## src/rtl/ball_regfile_avalon.sv

```systemverilog
// Avalon-MM ball register file: shadow/live banks with a frame-synchronous commit,
// plus a two-stage per-pixel circle hit tester driving is_ball/ballID.
module ball_regfile_avalon #(
    parameter int unsigned NBALLS = 4,
    parameter int unsigned CW     = 10,
    parameter int unsigned RW     = 6
) (
    input  logic                        Clk,
    input  logic                        Reset_n,
    input  logic                        chipselect,
    input  logic                        read,
    input  logic                        write,
    input  logic [2:0]                  address,
    input  logic [3:0]                  byteenable,
    input  logic [31:0]                 writedata,
    output logic [31:0]                 readdata,
    input  logic                        VGA_VS,
    input  logic [CW-1:0]               DrawX,
    input  logic [CW-1:0]               DrawY,
    output logic                        is_ball,
    output logic [$clog2(NBALLS)-1:0]   ballID
);
    localparam int unsigned IDW = $clog2(NBALLS);
    localparam int unsigned R2W = 2 * RW;
    localparam int unsigned SW  = 2 * CW + 1;
    localparam logic [31:0] WORD_MASK = 32'h83FF_FFFF;

    logic [31:0]    shadow_q [NBALLS];
    logic [31:0]    shadow_d [NBALLS];
    logic [31:0]    live_q   [NBALLS];
    logic [31:0]    live_d   [NBALLS];
    logic           pending_q, pending_d;
    logic [15:0]    frame_cnt_q, frame_cnt_d;
    logic [IDW-1:0] sel_q, sel_d;
    logic [31:0]    rdata_q, rdata_d;
    logic           vs_q;

    logic [CW-1:0]  dx_q [NBALLS];
    logic [CW-1:0]  dx_d [NBALLS];
    logic [CW-1:0]  dy_q [NBALLS];
    logic [CW-1:0]  dy_d [NBALLS];
    logic [R2W-1:0] r2_q [NBALLS];
    logic [R2W-1:0] r2_d [NBALLS];
    logic [NBALLS-1:0] en_q, en_d;
    logic           is_ball_q, is_ball_d;
    logic [IDW-1:0] ball_id_q, ball_id_d;

    logic           wr_c, rd_c, vs_fall_c, swap_c;
    logic [31:0]    wmask_c;
    logic signed [CW:0] sdx_c [NBALLS];
    logic signed [CW:0] sdy_c [NBALLS];
    logic [CW:0]    adx_c [NBALLS];
    logic [CW:0]    ady_c [NBALLS];
    logic [RW-1:0]  rad_c [NBALLS];
    logic [SW-1:0]  dist_c [NBALLS];
    logic [NBALLS-1:0] hit_c;

    assign wr_c      = chipselect & write;
    assign rd_c      = chipselect & read;
    assign vs_fall_c = vs_q & ~VGA_VS;
    assign swap_c    = vs_fall_c & pending_q;
    assign wmask_c   = {{8{byteenable[3]}}, {8{byteenable[2]}},
                        {8{byteenable[1]}}, {8{byteenable[0]}}};

    // Register file, commit handshake and read mux; swap sees pre-write shadow values
    always_comb begin
        for (int i = 0; i < NBALLS; i++) begin
            shadow_d[i] = shadow_q[i];
            live_d[i]   = live_q[i];
            if (wr_c && address == 3'(i))
                shadow_d[i] = ((shadow_q[i] & ~wmask_c) | (writedata & wmask_c)) & WORD_MASK;
            if (swap_c)
                live_d[i] = shadow_q[i];
        end
        pending_d   = pending_q;
        frame_cnt_d = frame_cnt_q;
        sel_d       = sel_q;
        rdata_d     = rdata_q;
        if (swap_c)
            pending_d = 1'b0;
        if (vs_fall_c)
            frame_cnt_d = frame_cnt_q + 16'd1;
        if (wr_c && address == 3'd4 && byteenable[0] && writedata[0])
            pending_d = 1'b1;
        if (wr_c && address == 3'd5 && byteenable[0])
            sel_d = writedata[IDW-1:0];
        if (rd_c) begin
            case (address)
                3'd0, 3'd1, 3'd2, 3'd3: rdata_d = shadow_q[address[IDW-1:0]];
                3'd4:    rdata_d = {frame_cnt_q, 15'd0, pending_q};
                3'd5:    rdata_d = {(32-IDW)'(0), sel_q};
                3'd6:    rdata_d = live_q[sel_q];
                default: rdata_d = 32'd0;
            endcase
        end
    end

    // Hit stage 1: absolute deltas and squared radius from the live bank
    always_comb begin
        for (int i = 0; i < NBALLS; i++) begin
            sdx_c[i] = $signed({1'b0, DrawX}) - $signed({1'b0, live_q[i][CW-1:0]});
            sdy_c[i] = $signed({1'b0, DrawY}) - $signed({1'b0, live_q[i][2*CW-1:CW]});
            adx_c[i] = sdx_c[i][CW] ? (CW+1)'(-sdx_c[i]) : (CW+1)'(sdx_c[i]);
            ady_c[i] = sdy_c[i][CW] ? (CW+1)'(-sdy_c[i]) : (CW+1)'(sdy_c[i]);
            dx_d[i]  = adx_c[i][CW-1:0];
            dy_d[i]  = ady_c[i][CW-1:0];
            rad_c[i] = live_q[i][2*CW+RW-1:2*CW];
            r2_d[i]  = R2W'(rad_c[i]) * R2W'(rad_c[i]);
            en_d[i]  = live_q[i][31];
        end
    end

    // Hit stage 2: full-width distance compare, lowest index wins
    always_comb begin
        is_ball_d = 1'b0;
        ball_id_d = '0;
        for (int i = 0; i < NBALLS; i++) begin
            dist_c[i] = SW'(dx_q[i]) * SW'(dx_q[i]) + SW'(dy_q[i]) * SW'(dy_q[i]);
            hit_c[i]  = en_q[i] && (dist_c[i] <= SW'(r2_q[i]));
        end
        for (int i = NBALLS - 1; i >= 0; i--) begin
            if (hit_c[i]) begin
                is_ball_d = 1'b1;
                ball_id_d = IDW'(i);
            end
        end
    end

    always_ff @(posedge Clk or negedge Reset_n) begin
        if (!Reset_n) begin
            for (int i = 0; i < NBALLS; i++) begin
                shadow_q[i] <= '0;
                live_q[i]   <= '0;
                dx_q[i]     <= '0;
                dy_q[i]     <= '0;
                r2_q[i]     <= '0;
            end
            en_q        <= '0;
            pending_q   <= 1'b0;
            frame_cnt_q <= '0;
            sel_q       <= '0;
            rdata_q     <= '0;
            vs_q        <= 1'b1;
            is_ball_q   <= 1'b0;
            ball_id_q   <= '0;
        end else begin
            for (int i = 0; i < NBALLS; i++) begin
                shadow_q[i] <= shadow_d[i];
                live_q[i]   <= live_d[i];
                dx_q[i]     <= dx_d[i];
                dy_q[i]     <= dy_d[i];
                r2_q[i]     <= r2_d[i];
            end
            en_q        <= en_d;
            pending_q   <= pending_d;
            frame_cnt_q <= frame_cnt_d;
            sel_q       <= sel_d;
            rdata_q     <= rdata_d;
            vs_q        <= VGA_VS;
            is_ball_q   <= is_ball_d;
            ball_id_q   <= ball_id_d;
        end
    end

    assign readdata = rdata_q;
    assign is_ball  = is_ball_q;
    assign ballID   = ball_id_q;

endmodule

```

## config.mk

```make
export PLATFORM = sky130hd
export DESIGN_NAME = ball_regfile_avalon
export DESIGN_NICKNAME = d
export VERILOG_FILES = /design/src/rtl/ball_regfile_avalon.sv
export SDC_FILE = /design/constraint.sdc
export NUM_CORES = 2
export LEC_CHECK = 0
export CAP_MARGIN = 0
export CORE_ASPECT_RATIO = 1.25
export CORE_MARGIN = 8
export CORE_UTILIZATION = 30
export DETAILED_ROUTE_END_ITERATION = 7
export GPL_ROUTABILITY_DRIVEN = 0
export PLACE_DENSITY = 0.41
export SETUP_SLACK_MARGIN = 0.02
export SLEW_MARGIN = 10
export SYNTH_ARGS = -nofsm -noshare
export SYNTH_HDL_FRONTEND = slang
export SYNTH_SLANG_ARGS = --single-unit
```

## constraint.sdc

```tcl
create_clock -name Clk -period 11.5 [get_ports Clk]
set_input_delay 1.15 -clock Clk [delete_from_list [all_inputs] [get_ports Clk]]
set_output_delay 1.15 -clock Clk [all_outputs]
set_load 0.05 [all_outputs]
```

==> results.ini <==
[outcome]
status=finished, final reports clean

[critical_path]
cp.required_ns=11.98
cp_top_family=adder cells
regToRegEndpoint=ballID[0]$_DFF_PN0_
crit_arrival_ns=8.72
r2r_cells=29
cp_slowest_stage_delay_ns=0.55
cp-endpoint=ballID[0]$_DFF_PN0_
r2r_start=dy_q[14]$_DFF_PN0_
critPathCaptureType=flip-flop
critPathLaunchType=flip-flop
cp_num_buf_inv=6
reg2reg_slack_ns=3.26
critPathKind=flip-flop to flip-flop
worst-path-stages=29
worstPathMaxFanout=9
worst_path_max_delay_cell=dfrtp_1
startpoint=dy_q[14]$_DFF_PN0_
cpMostUsedCell=fa_1

[place]
portBuffers=94
hpwl_um=104000
preCtsSetupSlack_ns=3.13

[logic_synthesis]
async_reset_ff_share_pct=100
ys_ff_latch=399
synth_edf_count=0
syn-cell-area_sq_mm=0.0466
synth_seq_area_share_pct=21.4
synthTopCellsByCount=inv_1 (986), fa_1 (561), ha_1 (529)
netlist.area_leader.share_pct=24.1
yosys_warnings=0
yosys_most_used_dff=dfrtp_1
synth_area_leader_cell=fa_1
synth_nets=5812
synthCells=4657
avgSynthCellArea_sq_um=10.0
synth.area.top_cells=fa_1 (24%), dfrtp_1 (21%), ha_1 (14%), inv_1 (7.9%), mux2_2 (5.4%)
synth.distinct_cells=81
synth_most_common_cell=inv_1

[routing]
drcViolationCount=0
wire_per_inst_um=18.6
finalWirelength_um=126000
ant_nets=0
met3_length_um=4720
m1WireLength_um=58600
first_pass_iters=7
dr.max_layer_used=met5
first_iter_violations=1088
routed_via_density=4.59
via_count=31100
dr_wl_met2_um=59200

[sta]
post-route-period-util_pct=71.7
max_slew_margin_pct=29.6
skew_ns=0.0298
fmax_ghz=0.121
timing.final.ws_setup_ns=3.26
setup_violations=0
rsz0062_at_grt=no
min_period_ns=8.24
tns_ns=0
finalHoldViolations=0
tightest_slew_ns=1.06
maxSlewViolCount=0

[clocking]
h-tree-depth=2
clockBufferDepth=3
clock-sinks=399
hold_buffers=0
cts_root_buf=clkbuf_16
cts_tree=done
insertion_delay_ns=0.62
cts-resized-gates=0
post-cts-setup-buffers=0
clk_pin_slew_ns=0.07
numCtsBuffers=50

[die]
start_util_pct=30.2
die_area_sq_mm=0.168
fp-row-count=161
pin_count=100
die_w_um=368
dieHeight_um=457
core_sq_mm=0.154

[final_layout]
area_delta_synth_final_pct=10.4
nets=5854
drive_gt1_share_pct=9.22
multi_input_area_sq_mm=0.0324
fillers=15900
final_util_pct=33.4
register_area_sq_mm=0.00999

[grt]
overflow=0
antenna_found_initial=18
track_usage_pct=15.2
grt_max_degree=99
grt_pass1_wl_um=201000
grt_pass1_vias=34400

[run]
drv_cap=0

[worst_hold_path]
hold_class=flip-flop to flip-flop

==> worst min-delay path by stage <==
stage	startpoint	to	slack, ns	depth (start not counted)
after global placement	en_d[2]$_DFFE_PN0P_	en_q[2]$_DFF_PN0_	0.41	0
after CTS	en_d[3]$_DFFE_PN0P_	en_q[3]$_DFF_PN0_	0.45	0
after global routing	en_d[3]$_DFFE_PN0P_	en_q[3]$_DFF_PN0_	0.45	0
after detailed placement	en_d[2]$_DFFE_PN0P_	en_q[2]$_DFF_PN0_	0.39	0
final	en_d[2]$_DFFE_PN0P_	en_q[2]$_DFF_PN0_	0.43	0
after floorplan	en_d[2]$_DFFE_PN0P_	en_q[2]$_DFF_PN0_	0.36	0
==> cells in the final DEF (no fill, tap or decap), types with 90 or more instances in the layout <==
master / instances
a21oi_1: 127
ha_1: 529
clkdlybuf4s50_1: 90
dfrtp_1: 397
and2_1: 220
nor2_1: 133
o21ai_0: 92
xnor2_1: 221
inv_1: 986
mux2_2: 224
nand2_1: 362
fa_1: 561
==> layer usage <==
metal,GRT usage [%],vias to the layer above
met5,0,-
met4,4.18,6
met3,2.28,162
met2,25.2,402
met1,20.6,15600
li1,-,15000
==> flip-flops by register name, summed over array words and instances (netlist names) <==
signal	cells
dy_q	40
shadow_q	108
readdata	32
en_d	4
r2_q	44
is_ball	1
ballID	2
en_q	4
frame_cnt_q	16
sel_q	2
vs_q	1
pending_q	1
live_q	104
dx_q	40
==> cell families (layout without fill, tap and decap cells) <==
family	after synthesis	in the layout	synth area share, %
fa+ha+maj	1090	1090	38.3
xor+xnor	272	272	5.15
flops	399	399	21.4
mux	298	298	8.46
buf+inv	1121	1195	9.07
simple gates	986	986	10.5
other cells	0	7	0
compound gates	491	491	7.05
==> area by class of cell <==
| class | instances | area share (%) |
|---|---|---|
| clock buffers | 68 | 2.82 |
| inverters | 990 | 7.22 |
| diodes | 7 | 0.0340 |
| multi-input cells | 3137 | 63.0 |
| clock inverters | 16 | 0.379 |
| repair buffers | 121 | 2.20 |
| well taps | 2037 | 4.95 |
| flip-flops and latches | 399 | 19.4 |
==> per-stage QoR <==
stage	cells	hold slack (ns)	area, sq um
2_1_floorplan	4657	0.364	46600
3_3_place_gp	6684	0.410	49800
3_5_place_dp	6684	0.394	49800
4_1_cts	6768	0.445	51400
5_1_grt	6771	0.446	51400
6_report	6775	0.431	51400
Power is left out: the tool's default activity adds up to more than one toggle a clock period on the data nets, which glitch-free logic cannot reach.
